<file path="src/rtl/dm_axi_if.sv">
// ============================================================================
// Module      : dm_axi_if
// Description : AXI3-style five-channel bundle between the data-memory
//               master and its slave (single 32-bit data lane).
// Revision    : 1.0 - initial release
// ============================================================================
`default_nettype none

interface dm_axi_if;
    logic [3:0]  ARID;
    logic [31:0] ARADDR;
    logic [3:0]  ARLEN;
    logic [2:0]  ARSIZE;
    logic [1:0]  ARBURST;
    logic        ARVALID;
    logic        ARREADY;

    logic [3:0]  RID;
    logic [31:0] RDATA;
    logic [1:0]  RRESP;
    logic        RLAST;
    logic        RVALID;
    logic        RREADY;

    logic [3:0]  AWID;
    logic [31:0] AWADDR;
    logic [3:0]  AWLEN;
    logic [2:0]  AWSIZE;
    logic [1:0]  AWBURST;
    logic        AWVALID;
    logic        AWREADY;

    logic [31:0] WDATA;
    logic [3:0]  WSTRB;
    logic        WLAST;
    logic        WVALID;
    logic        WREADY;

    logic [3:0]  BID;
    logic [1:0]  BRESP;
    logic        BVALID;
    logic        BREADY;

    modport master (
        output ARID, ARADDR, ARLEN, ARSIZE, ARBURST, ARVALID,
        input  ARREADY,
        input  RID, RDATA, RRESP, RLAST, RVALID,
        output RREADY,
        output AWID, AWADDR, AWLEN, AWSIZE, AWBURST, AWVALID,
        input  AWREADY,
        output WDATA, WSTRB, WLAST, WVALID,
        input  WREADY,
        input  BID, BRESP, BVALID,
        output BREADY
    );

    modport slave (
        input  ARID, ARADDR, ARLEN, ARSIZE, ARBURST, ARVALID,
        output ARREADY,
        output RID, RDATA, RRESP, RLAST, RVALID,
        input  RREADY,
        input  AWID, AWADDR, AWLEN, AWSIZE, AWBURST, AWVALID,
        output AWREADY,
        input  WDATA, WSTRB, WLAST, WVALID,
        output WREADY,
        output BID, BRESP, BVALID,
        input  BREADY
    );
endinterface

`default_nettype wire

</file>
<file path="src/rtl/dm_axi_master.sv">
// ============================================================================
// Module      : dm_axi_master
// Description : CPU data-memory port to AXI bridge, one single-beat access at
//               a time. Define DM_AXI_ERR_EN to enable the sticky dm_err flag.
// Revision    : 1.0 - initial release
// ============================================================================
`default_nettype none

module dm_axi_master #(
    parameter logic [3:0] MASTER_ID = 4'd1
) (
    input  wire         ACLK,
    input  wire         ARESETn,
    input  wire         dm_on,
    input  wire  [31:0] dm_addr,
    input  wire  [31:0] dm_wdata,
    input  wire  [3:0]  dm_web,
    output logic [31:0] dm_rdata,
    output logic        dm_stall,
    output logic        dm_err,
    dm_axi_if.master    axi
);

    typedef enum logic [2:0] {
        S_IDLE  = 3'd0,
        S_RADDR = 3'd1,
        S_RDATA = 3'd2,
        S_WRITE = 3'd3,
        S_WRESP = 3'd4,
        S_DONE  = 3'd5
    } state_e;

    state_e      state_q, state_d;
    logic [31:0] addr_q, addr_d;
    logic [31:0] wdata_q, wdata_d;
    logic [3:0]  strb_q, strb_d;
    logic [31:0] rdata_q, rdata_d;
    logic        aw_done_q, aw_done_d;
    logic        w_done_q, w_done_d;
    logic        aw_hs, w_hs;

    assign aw_hs = axi.AWVALID && axi.AWREADY;
    assign w_hs  = axi.WVALID  && axi.WREADY;

    always_ff @(posedge ACLK or negedge ARESETn) begin
        if (!ARESETn) begin
            state_q   <= S_IDLE;
            addr_q    <= 32'd0;
            wdata_q   <= 32'd0;
            strb_q    <= 4'd0;
            rdata_q   <= 32'd0;
            aw_done_q <= 1'b0;
            w_done_q  <= 1'b0;
        end else begin
            state_q   <= state_d;
            addr_q    <= addr_d;
            wdata_q   <= wdata_d;
            strb_q    <= strb_d;
            rdata_q   <= rdata_d;
            aw_done_q <= aw_done_d;
            w_done_q  <= w_done_d;
        end
    end

    always_comb begin
        state_d   = state_q;
        addr_d    = addr_q;
        wdata_d   = wdata_q;
        strb_d    = strb_q;
        rdata_d   = rdata_q;
        aw_done_d = aw_done_q;
        w_done_d  = w_done_q;
        case (state_q)
            S_IDLE: begin
                if (dm_on) begin
                    addr_d    = dm_addr;
                    wdata_d   = dm_wdata;
                    strb_d    = ~dm_web;
                    aw_done_d = 1'b0;
                    w_done_d  = 1'b0;
                    state_d   = (dm_web == 4'b1111) ? S_RADDR : S_WRITE;
                end
            end
            S_RADDR: begin
                if (axi.ARREADY) state_d = S_RDATA;
            end
            S_RDATA: begin
                if (axi.RVALID) begin
                    rdata_d = axi.RDATA;
                    state_d = S_DONE;
                end
            end
            S_WRITE: begin
                // AW and W complete independently; leave once both have been seen.
                if (aw_hs) aw_done_d = 1'b1;
                if (w_hs)  w_done_d  = 1'b1;
                if ((aw_done_q || aw_hs) && (w_done_q || w_hs)) state_d = S_WRESP;
            end
            S_WRESP: begin
                if (axi.BVALID) state_d = S_DONE;
            end
            S_DONE:  state_d = S_IDLE;
            default: state_d = S_IDLE;
        endcase
    end

    assign axi.ARID    = MASTER_ID;
    assign axi.ARADDR  = {addr_q[31:2], 2'b00};
    assign axi.ARLEN   = 4'd0;
    assign axi.ARSIZE  = 3'b010;
    assign axi.ARBURST = 2'b01;
    assign axi.ARVALID = (state_q == S_RADDR);
    assign axi.RREADY  = (state_q == S_RDATA);

    assign axi.AWID    = MASTER_ID;
    assign axi.AWADDR  = addr_q;
    assign axi.AWLEN   = 4'd0;
    assign axi.AWSIZE  = 3'b010;
    assign axi.AWBURST = 2'b01;
    assign axi.AWVALID = (state_q == S_WRITE) && !aw_done_q;
    assign axi.WDATA   = wdata_q;
    assign axi.WSTRB   = strb_q;
    assign axi.WLAST   = 1'b1;
    assign axi.WVALID  = (state_q == S_WRITE) && !w_done_q;
    assign axi.BREADY  = (state_q == S_WRESP);

    assign dm_rdata = rdata_q;

    // Gated by reset so the pipeline is released the instant reset asserts.
    assign dm_stall = ARESETn &&
                      (((state_q == S_IDLE) && dm_on) ||
                       (state_q inside {S_RADDR, S_RDATA, S_WRITE, S_WRESP}));

`ifdef DM_AXI_ERR_EN
    logic err_q;

    always_ff @(posedge ACLK or negedge ARESETn) begin
        if (!ARESETn) begin
            err_q <= 1'b0;
        end else if (((state_q == S_RDATA) && axi.RVALID && (axi.RRESP != 2'b00)) ||
                     ((state_q == S_WRESP) && axi.BVALID && (axi.BRESP != 2'b00))) begin
            err_q <= 1'b1;
        end
    end

    assign dm_err = err_q;

    logic unused_axi;
    assign unused_axi = ^{axi.RID, axi.RLAST, axi.BID};
`else
    assign dm_err = 1'b0;

    logic unused_axi;
    assign unused_axi = ^{axi.RID, axi.RLAST, axi.BID, axi.RRESP, axi.BRESP};
`endif

endmodule

`default_nettype wire

</file>
<file path="src/flat_wrapper.sv">
// flat-port wrapper written by rule: the top's interface ports become plain ports
module dm_axi_master_flat 
#(
    parameter logic [3:0] MASTER_ID = 4'd1
)
  (ACLK, ARESETn, dm_on, dm_addr, dm_wdata, dm_web, dm_rdata, dm_stall, dm_err, axi_ARID, axi_ARADDR, axi_ARLEN, axi_ARSIZE, axi_ARBURST, axi_ARVALID, axi_ARREADY, axi_RID, axi_RDATA, axi_RRESP, axi_RLAST, axi_RVALID, axi_RREADY, axi_AWID, axi_AWADDR, axi_AWLEN, axi_AWSIZE, axi_AWBURST, axi_AWVALID, axi_AWREADY, axi_WDATA, axi_WSTRB, axi_WLAST, axi_WVALID, axi_WREADY, axi_BID, axi_BRESP, axi_BVALID, axi_BREADY);
  dm_axi_if axi_i ();
  input  wire ACLK;
  input  wire ARESETn;
  input  wire dm_on;
  input  wire  [31:0] dm_addr;
  input  wire  [31:0] dm_wdata;
  input  wire  [3:0] dm_web;
  output logic [31:0] dm_rdata;
  output logic dm_stall;
  output logic dm_err;
  output wire logic [$bits(axi_i.ARID)-1:0] axi_ARID;
  output wire logic [$bits(axi_i.ARADDR)-1:0] axi_ARADDR;
  output wire logic [$bits(axi_i.ARLEN)-1:0] axi_ARLEN;
  output wire logic [$bits(axi_i.ARSIZE)-1:0] axi_ARSIZE;
  output wire logic [$bits(axi_i.ARBURST)-1:0] axi_ARBURST;
  output wire logic [$bits(axi_i.ARVALID)-1:0] axi_ARVALID;
  input wire logic [$bits(axi_i.ARREADY)-1:0] axi_ARREADY;
  input wire logic [$bits(axi_i.RID)-1:0] axi_RID;
  input wire logic [$bits(axi_i.RDATA)-1:0] axi_RDATA;
  input wire logic [$bits(axi_i.RRESP)-1:0] axi_RRESP;
  input wire logic [$bits(axi_i.RLAST)-1:0] axi_RLAST;
  input wire logic [$bits(axi_i.RVALID)-1:0] axi_RVALID;
  output wire logic [$bits(axi_i.RREADY)-1:0] axi_RREADY;
  output wire logic [$bits(axi_i.AWID)-1:0] axi_AWID;
  output wire logic [$bits(axi_i.AWADDR)-1:0] axi_AWADDR;
  output wire logic [$bits(axi_i.AWLEN)-1:0] axi_AWLEN;
  output wire logic [$bits(axi_i.AWSIZE)-1:0] axi_AWSIZE;
  output wire logic [$bits(axi_i.AWBURST)-1:0] axi_AWBURST;
  output wire logic [$bits(axi_i.AWVALID)-1:0] axi_AWVALID;
  input wire logic [$bits(axi_i.AWREADY)-1:0] axi_AWREADY;
  output wire logic [$bits(axi_i.WDATA)-1:0] axi_WDATA;
  output wire logic [$bits(axi_i.WSTRB)-1:0] axi_WSTRB;
  output wire logic [$bits(axi_i.WLAST)-1:0] axi_WLAST;
  output wire logic [$bits(axi_i.WVALID)-1:0] axi_WVALID;
  input wire logic [$bits(axi_i.WREADY)-1:0] axi_WREADY;
  input wire logic [$bits(axi_i.BID)-1:0] axi_BID;
  input wire logic [$bits(axi_i.BRESP)-1:0] axi_BRESP;
  input wire logic [$bits(axi_i.BVALID)-1:0] axi_BVALID;
  output wire logic [$bits(axi_i.BREADY)-1:0] axi_BREADY;
  assign axi_ARID = axi_i.ARID;
  assign axi_ARADDR = axi_i.ARADDR;
  assign axi_ARLEN = axi_i.ARLEN;
  assign axi_ARSIZE = axi_i.ARSIZE;
  assign axi_ARBURST = axi_i.ARBURST;
  assign axi_ARVALID = axi_i.ARVALID;
  assign axi_i.ARREADY = axi_ARREADY;
  assign axi_i.RID = axi_RID;
  assign axi_i.RDATA = axi_RDATA;
  assign axi_i.RRESP = axi_RRESP;
  assign axi_i.RLAST = axi_RLAST;
  assign axi_i.RVALID = axi_RVALID;
  assign axi_RREADY = axi_i.RREADY;
  assign axi_AWID = axi_i.AWID;
  assign axi_AWADDR = axi_i.AWADDR;
  assign axi_AWLEN = axi_i.AWLEN;
  assign axi_AWSIZE = axi_i.AWSIZE;
  assign axi_AWBURST = axi_i.AWBURST;
  assign axi_AWVALID = axi_i.AWVALID;
  assign axi_i.AWREADY = axi_AWREADY;
  assign axi_WDATA = axi_i.WDATA;
  assign axi_WSTRB = axi_i.WSTRB;
  assign axi_WLAST = axi_i.WLAST;
  assign axi_WVALID = axi_i.WVALID;
  assign axi_i.WREADY = axi_WREADY;
  assign axi_i.BID = axi_BID;
  assign axi_i.BRESP = axi_BRESP;
  assign axi_i.BVALID = axi_BVALID;
  assign axi_BREADY = axi_i.BREADY;
  dm_axi_master #(.MASTER_ID(MASTER_ID)) u_core (.ACLK(ACLK), .ARESETn(ARESETn), .dm_on(dm_on), .dm_addr(dm_addr), .dm_wdata(dm_wdata), .dm_web(dm_web), .dm_rdata(dm_rdata), .dm_stall(dm_stall), .dm_err(dm_err), .axi(axi_i));
endmodule
</file>
<file path="config.mk">
export PLATFORM = sky130hd
export DESIGN_NAME = dm_axi_master_flat
export DESIGN_NICKNAME = d
export VERILOG_FILES = /design/src/rtl/dm_axi_if.sv /design/src/rtl/dm_axi_master.sv /design/src/flat_wrapper.sv
export SDC_FILE = /design/constraint.sdc
export NUM_CORES = 1
export LEC_CHECK = 0
export CORE_MARGIN = 5
export CORE_UTILIZATION = 30
export CTS_CLUSTER_DIAMETER = 30
export DETAILED_ROUTE_END_ITERATION = 7
export PLACE_DENSITY = 0.69
export SLEW_MARGIN = 20
export SYNTH_ARGS = -nofsm -noshare
export SYNTH_HDL_FRONTEND = slang
export SYNTH_SLANG_ARGS = --single-unit
</file>
<file path="constraint.sdc">
create_clock -name ACLK -period 1.9 [get_ports ACLK]
set_clock_uncertainty 0.2 [all_clocks]
set_input_delay 0.38 -clock ACLK [delete_from_list [all_inputs] [get_ports ACLK]]
set_output_delay 0.38 -clock ACLK [all_outputs]
set_load 0.1 [all_outputs]
</file>
==> results by group <==
Timing
  – Final Setup Violations: 75
  – Worst slew pin tran: 0.561 ns
  – Slew headroom: 62.6%
  – Max-slew violations: 0
  – Fin. Hold Viols: 0
  – RSZ-0062 raised after global routing: true
  – Fin Setup TNS: -12.62 ns
  – Period utilization: 112%
  – Fmax: 468 MHz
  – Hold WS: 0.349 ns
  – Min cycle time layout: 2.14 ns
  – Worst setup margin: -0.236 ns

Clock tree
  – Reg clk slew, reported paths: 0.08 ns
  – Clk sink count: 105
  – Clock Latency Late Sink: 0.34 ns
  – Clock Tree Buf Depth: 2
  – CTS buffer count: 9
  – CTS Root Cell: clkbuf_16
  – CTS tree: yes
  – H-tree levels: 3

Placed design
  – I/O Buffers: 243
  – Dpl hpwl: 10,800 µm
  – Placed Area: 8690 µm²
  – Setup WS pre-CTS: -0.416 ns
  – RePlAce Congestion: 0.771

Synthesis
  – Synth Area in Simple Gates: 2.96%
  – Cells after synthesis: 323
  – Main flop type after synthesis: dfrtp_1
  – Xor/xnor share of the synthesized area: 0%
  – Dominant cells by area after synthesis: dfrtp_1, mux2_4, buf_4
  – Netlist cell types: 29
  – Mux contribution to synthesized area: 27.7%
  – Post-synth EDFFs: 0
  – Largest family of logic cells by synthesized area: multiplexers
  – Syn avg cell area: 14.8 µm²
  – Register area share after synthesis: 55.0%
  – Synth top area share: 55.0%
  – Mapped Area: 4770 µm²
  – YS warnings: 0
  – Compound-Gate Fraction of Synth Area: 1.91%
  – Synth Area in Adders: 0%
  – Yosys top cell by area: dfrtp_1
  – Async S/R FF share, synth: 100%
  – Seq cells post-synth: 105

Setup path
  – Crit path max-delay family: simple AND/OR/NAND/NOR gates
  – Type of origin of the critical path: register
  – Worst setup EP type: register
  – CP Cell Sequence: buf_4 > or4b_4 > bufbuf_16 > mux2_4
  – Slowest stage delay, CP: 0.64 ns
  – CP Class: register to register
  – Crit path DAT: 2.17 ns
  – Worst Path Buf+Inv: 2
  – Worst Path Required: 1.94 ns
  – CP max stage cell: or4b_4
  – CP Max Fanout: 14

GRT
  – Remaining Overflow, GRT: 0
  – Met3 Use GR: 3.74%
  – First-pass GRT wire length: 21,900 µm
  – GR Util met2: 27.3%
  – GRT Total Usage: 15.4%
  – Grt met1 use: 18.4%
  – Grt peak-use layer: met2
  – Vias in the first global route: 3,709
  – Initial antenna violation count: 0
  – Largest net degree at the start of global routing: 106

Finish
  – # diodes: 0
  – Multi-input combinational cell area: 1840 µm²
  – Layout cells sized above 1: 56.7%
  – Synth-to-Final Area Change: 96.2%
  – FF/Latch Area: 2670 µm²
  – Fillers: 1,214
  – Fin nets: 687
  – Post-route design area: 9370 µm²

Job
  – Max-cap viol count: 0

Route
  – First-pass DRT Iterations: 4
  – Drt drc: 0
  – Via density per instance: 4.25
  – Antenna-violating nets left: 0
  – Wire per inst: 18.9 µm
  – Vias: 3,345
  – Initial DRC Count: 67
  – Routed WL: 14,900 µm

Hold path
  – Min-delay worst type: register to register

Floorplan
  – Die Ht: 136 µm
  – IO Pins: 287
  – Die Width: 136 µm
  – Initial core utilization: 30.3%
  – Row Count: 46
  – Core ar.: 15,800 µm²
  – Die footprint: 18,500 µm²

Run status
  – Status: finished, violations left
  – Failing checks: setup timing
## cell usage after synthesis (3+ instances only)
library cell,number
mux2_4,61
nor2b_1,3
nor2_1,5
nand2_1,5
clkbuf_1,3
o22ai_1,3
mux2_2,35
buf_4,60
dfrtp_1,105
buf_6,9
a21oi_1,3
o21ai_0,7
buf_2,3
## cell families after synthesis
kind of cell           count (synthesis)
multiplexers                          97
AND/OR/NAND/NOR                       26
AO/OA/AOI/OAI                         16
buffers and inverters                 77
other                                  2
flip-flops                           105
## metal layers
metal  vias up  share of wire (%)
li1       1500                  -
met1      1670                 37
met2       156                 53
met3        19                7.3
met4         0                1.8
met5         -                  0
## registers in the layout, indices dropped and copies added (netlist names)
signal,count
u_core.axi.WSTRB,4
u_core.axi.WDATA,32
u_core.w_done_q,1
u_core.aw_done_q,1
u_core.axi.AWADDR,32
u_core.state_q,3
u_core.dm_rdata,32
## worst paths after layout
kind	end	from	slack (ns)	cells past startpoint
max	u_core.axi.WDATA[14]	u_core.state_q[2]	-0.24	4
min	u_core.axi.WSTRB[0]	u_core.axi.WSTRB[0]	0.35	2
max reg2reg	u_core.axi.WDATA[14]	u_core.state_q[2]	-0.24	4
min reg2reg	u_core.axi.WSTRB[0]	u_core.axi.WSTRB[0]	0.35	2
max in group asynchronous	u_core.axi.AWADDR[12]	ARESETn	0.43	3
min in group asynchronous	u_core.axi.WDATA[31]	ARESETn	0.62	3
## placed cells by master, fill, tap and decap left out, types with 2 or more instances in the layout
| cell type | count |
|---|---|
| dfrtp_1 | 75 |
| clkdlybuf4s50_1 | 106 |
| nor2b_1 | 3 |
| mux2_4 | 91 |
| o21ai_0 | 5 |
| bufinv_16 | 2 |
| buf_16 | 4 |
| nand2_1 | 5 |
| buf_6 | 8 |
| buf_12 | 141 |
| mux2_2 | 6 |
| o21ai_1 | 2 |
| nand3_1 | 2 |
| nor2_1 | 2 |
| o22ai_1 | 3 |
| a21oi_1 | 3 |
| and2_4 | 2 |
| clkbuf_16 | 9 |
| conb_1 | 30 |
| nor2_4 | 3 |
| buf_4 | 17 |
| inv_1 | 2 |
| dfrtp_2 | 30 |
## per-stage QoR
stage,utilization [%],instances
2_1_floorplan,-,351
3_3_place_gp,55.1,748
3_5_place_dp,55.1,748
4_1_cts,59.4,784
5_1_grt,59.4,787
6_report,59.4,787
## worst register-to-register path, cell delays in order, from the launching register on
cell	delay [ns]
dfrtp_1	0.40
buf_4	0.15
or4b_4	0.65
bufbuf_16	0.34
mux2_4	0.29
## final cells by class
cell class,instances,share of cell area [%]
repair buffers,279,45.5
flip-flops and latches,105,28.4
multi-input cells,169,19.6
well taps,216,2.88
clock buffers,10,2.55
clock inverters,6,0.962
inverters,2,0.0801
## repair_timing
action,CTS,global route
buffers inserted,14,4
setup endpoints to repair,67,76
gates resized for setup,22,1
endpoints found under the hold margin,55,0
gates cloned,5,0
pin swaps,8,8
hold buffers,1,0
Power is left out: the tool's default activity adds up to more than one toggle a clock period on the data nets, which glitch-free logic cannot reach.
==> edit (same flow settings) <==
Add a define of `DM_AXI_ERR_EN`.
--- a/src/rtl/dm_axi_master.sv
+++ b/src/rtl/dm_axi_master.sv
@@ -6,4 +6,6 @@
 // ============================================================================
 `default_nettype none
+
+`define DM_AXI_ERR_EN
 
 module dm_axi_master #(
Function: changed (Yosys sat finds a counterexample within 4 cycles, from zero or initial values and one cycle with ARESETn low).
==> edit against the original RTL <==
  * The flow finishes with violations (negative hold slack, negative setup slack)
  * Design area rose by 0.80%
  * Worst setup slack got worse by 55 ps
  * Sequential cell count rose by 1
  * Fmax fell by 2.5%
  * Synthesized cell count rose by 42%
  * Via count rose by 22%
  * Wire length rose by 18%
  * Synthesized area fell by 2.5%
  * Die area fell by 2.3%
Power is left out: the tool's default activity adds up to more than one toggle a clock period on the data nets, which glitch-free logic cannot reach.
==> edit: results (changes against the original RTL) <==
Hold Slack -12.0 ps (-361 ps); vias per inst 4.48 (+5.4%); CP arrival 1610 ps (-560 ps); Hold Fails Final Rpt 20 (+20); DR iter-0 viols 131 (+96%); crit path max fanout 4 (-10); IO Port Bufs 248 (+2.1%); status finished with violations; GRT Total Usage 15.8% (+0.40 points); routing usage on met3 3.80% (+0.062 points); worst reg2reg setup slack -70 ps (+170 ps); Critical Path End dm_stall; max_slew headroom 61.1% (-1.5 points); final std cells w/o fill 910 (+16%); largest net degree at the start of global routing 107 (+0.94%); top cells by area, synth dfrtp_1 57%, nand2_1 16%, buf_4 11%; Critical R2R Capture u_core.dm_rdata[24]; Worst-path clk slew 70 ps; max incr delay on CP 480 ps (-160 ps); post-synthesis sequential area ratio 57.0% (+2.0 points); top cells by count, synth 198 x nand2_1, 106 x dfrtp_1, 67 x buf_4, 17 x mux2_1, 15 x mux2_2; R2R depth 6 (+2); worst hold path class in2async; Post-DP Area 0.00850 mm^2 (-2.2%); met3 WL 976 um (-11%); failing checks negative hold slack, negative setup slack; hpwl dp 11,000 um (+2.2%); Setup WS pre-CTS -401 ps (+14.2 ps); endpoints failing setup 70 (-6.7%); met2 usage 28.2% (+0.94 points); worst setup margin -291 ps (-54.7 ps); slowest CP cell or4_1; # nets final 838 (+22%); metal2 WL 9180 um (+15%); worst r2r src u_core.state_q[2]; Yosys cell types 30 (+3.4%); Post-Route WL 17,600 um (+18%); syn avg cell area 10.1 um^2 (-32%); fraction of layout cells with a size suffix above 1 37.7% (-19 points); Worst Setup SP u_core.state_q[1]; Post-CTS Setup Repair Bufs 9 (-5)
==> edit: changes by cell type in the layout (fill, tap and decap cells not counted), moves of 3 or more <==
cell	before	now
mux2_2	6	15
nor2b_1	3	0
buf_6	8	13
o21ai_2	0	4
clkbuf_16	9	22
o21ai_0	5	2
mux2_1	0	15
mux2_4	91	2
nand2_1	5	196
buf_16	4	1
clkdlybuf4s50_1	106	109
==> edit: cells by family (layout without fill, tap and decap cells) <==
kind of cell           after synthesis  in the layout  synth area share, %
flip-flops                         106            106                 57.0
other                                2             29                0.161
AO/OA/AOI/OAI                       17             17                 2.53
buffers and inverters               81            314                 13.3
multiplexers                        34             34                 8.17
AND/OR/NAND/NOR                    220            222                 18.9
==> edit: layout make-up <==
cell class | count | area (um^2)
Clock buffer | 11 | 233
Multi-Input combinational cell | 302 | 1630
Fill cell | 1133 | 5760
Tap cell | 188 | 235
Clock inverter | 5 | 56.3
Sequential cell | 106 | 2690
Timing Repair Buffer | 298 | 4600
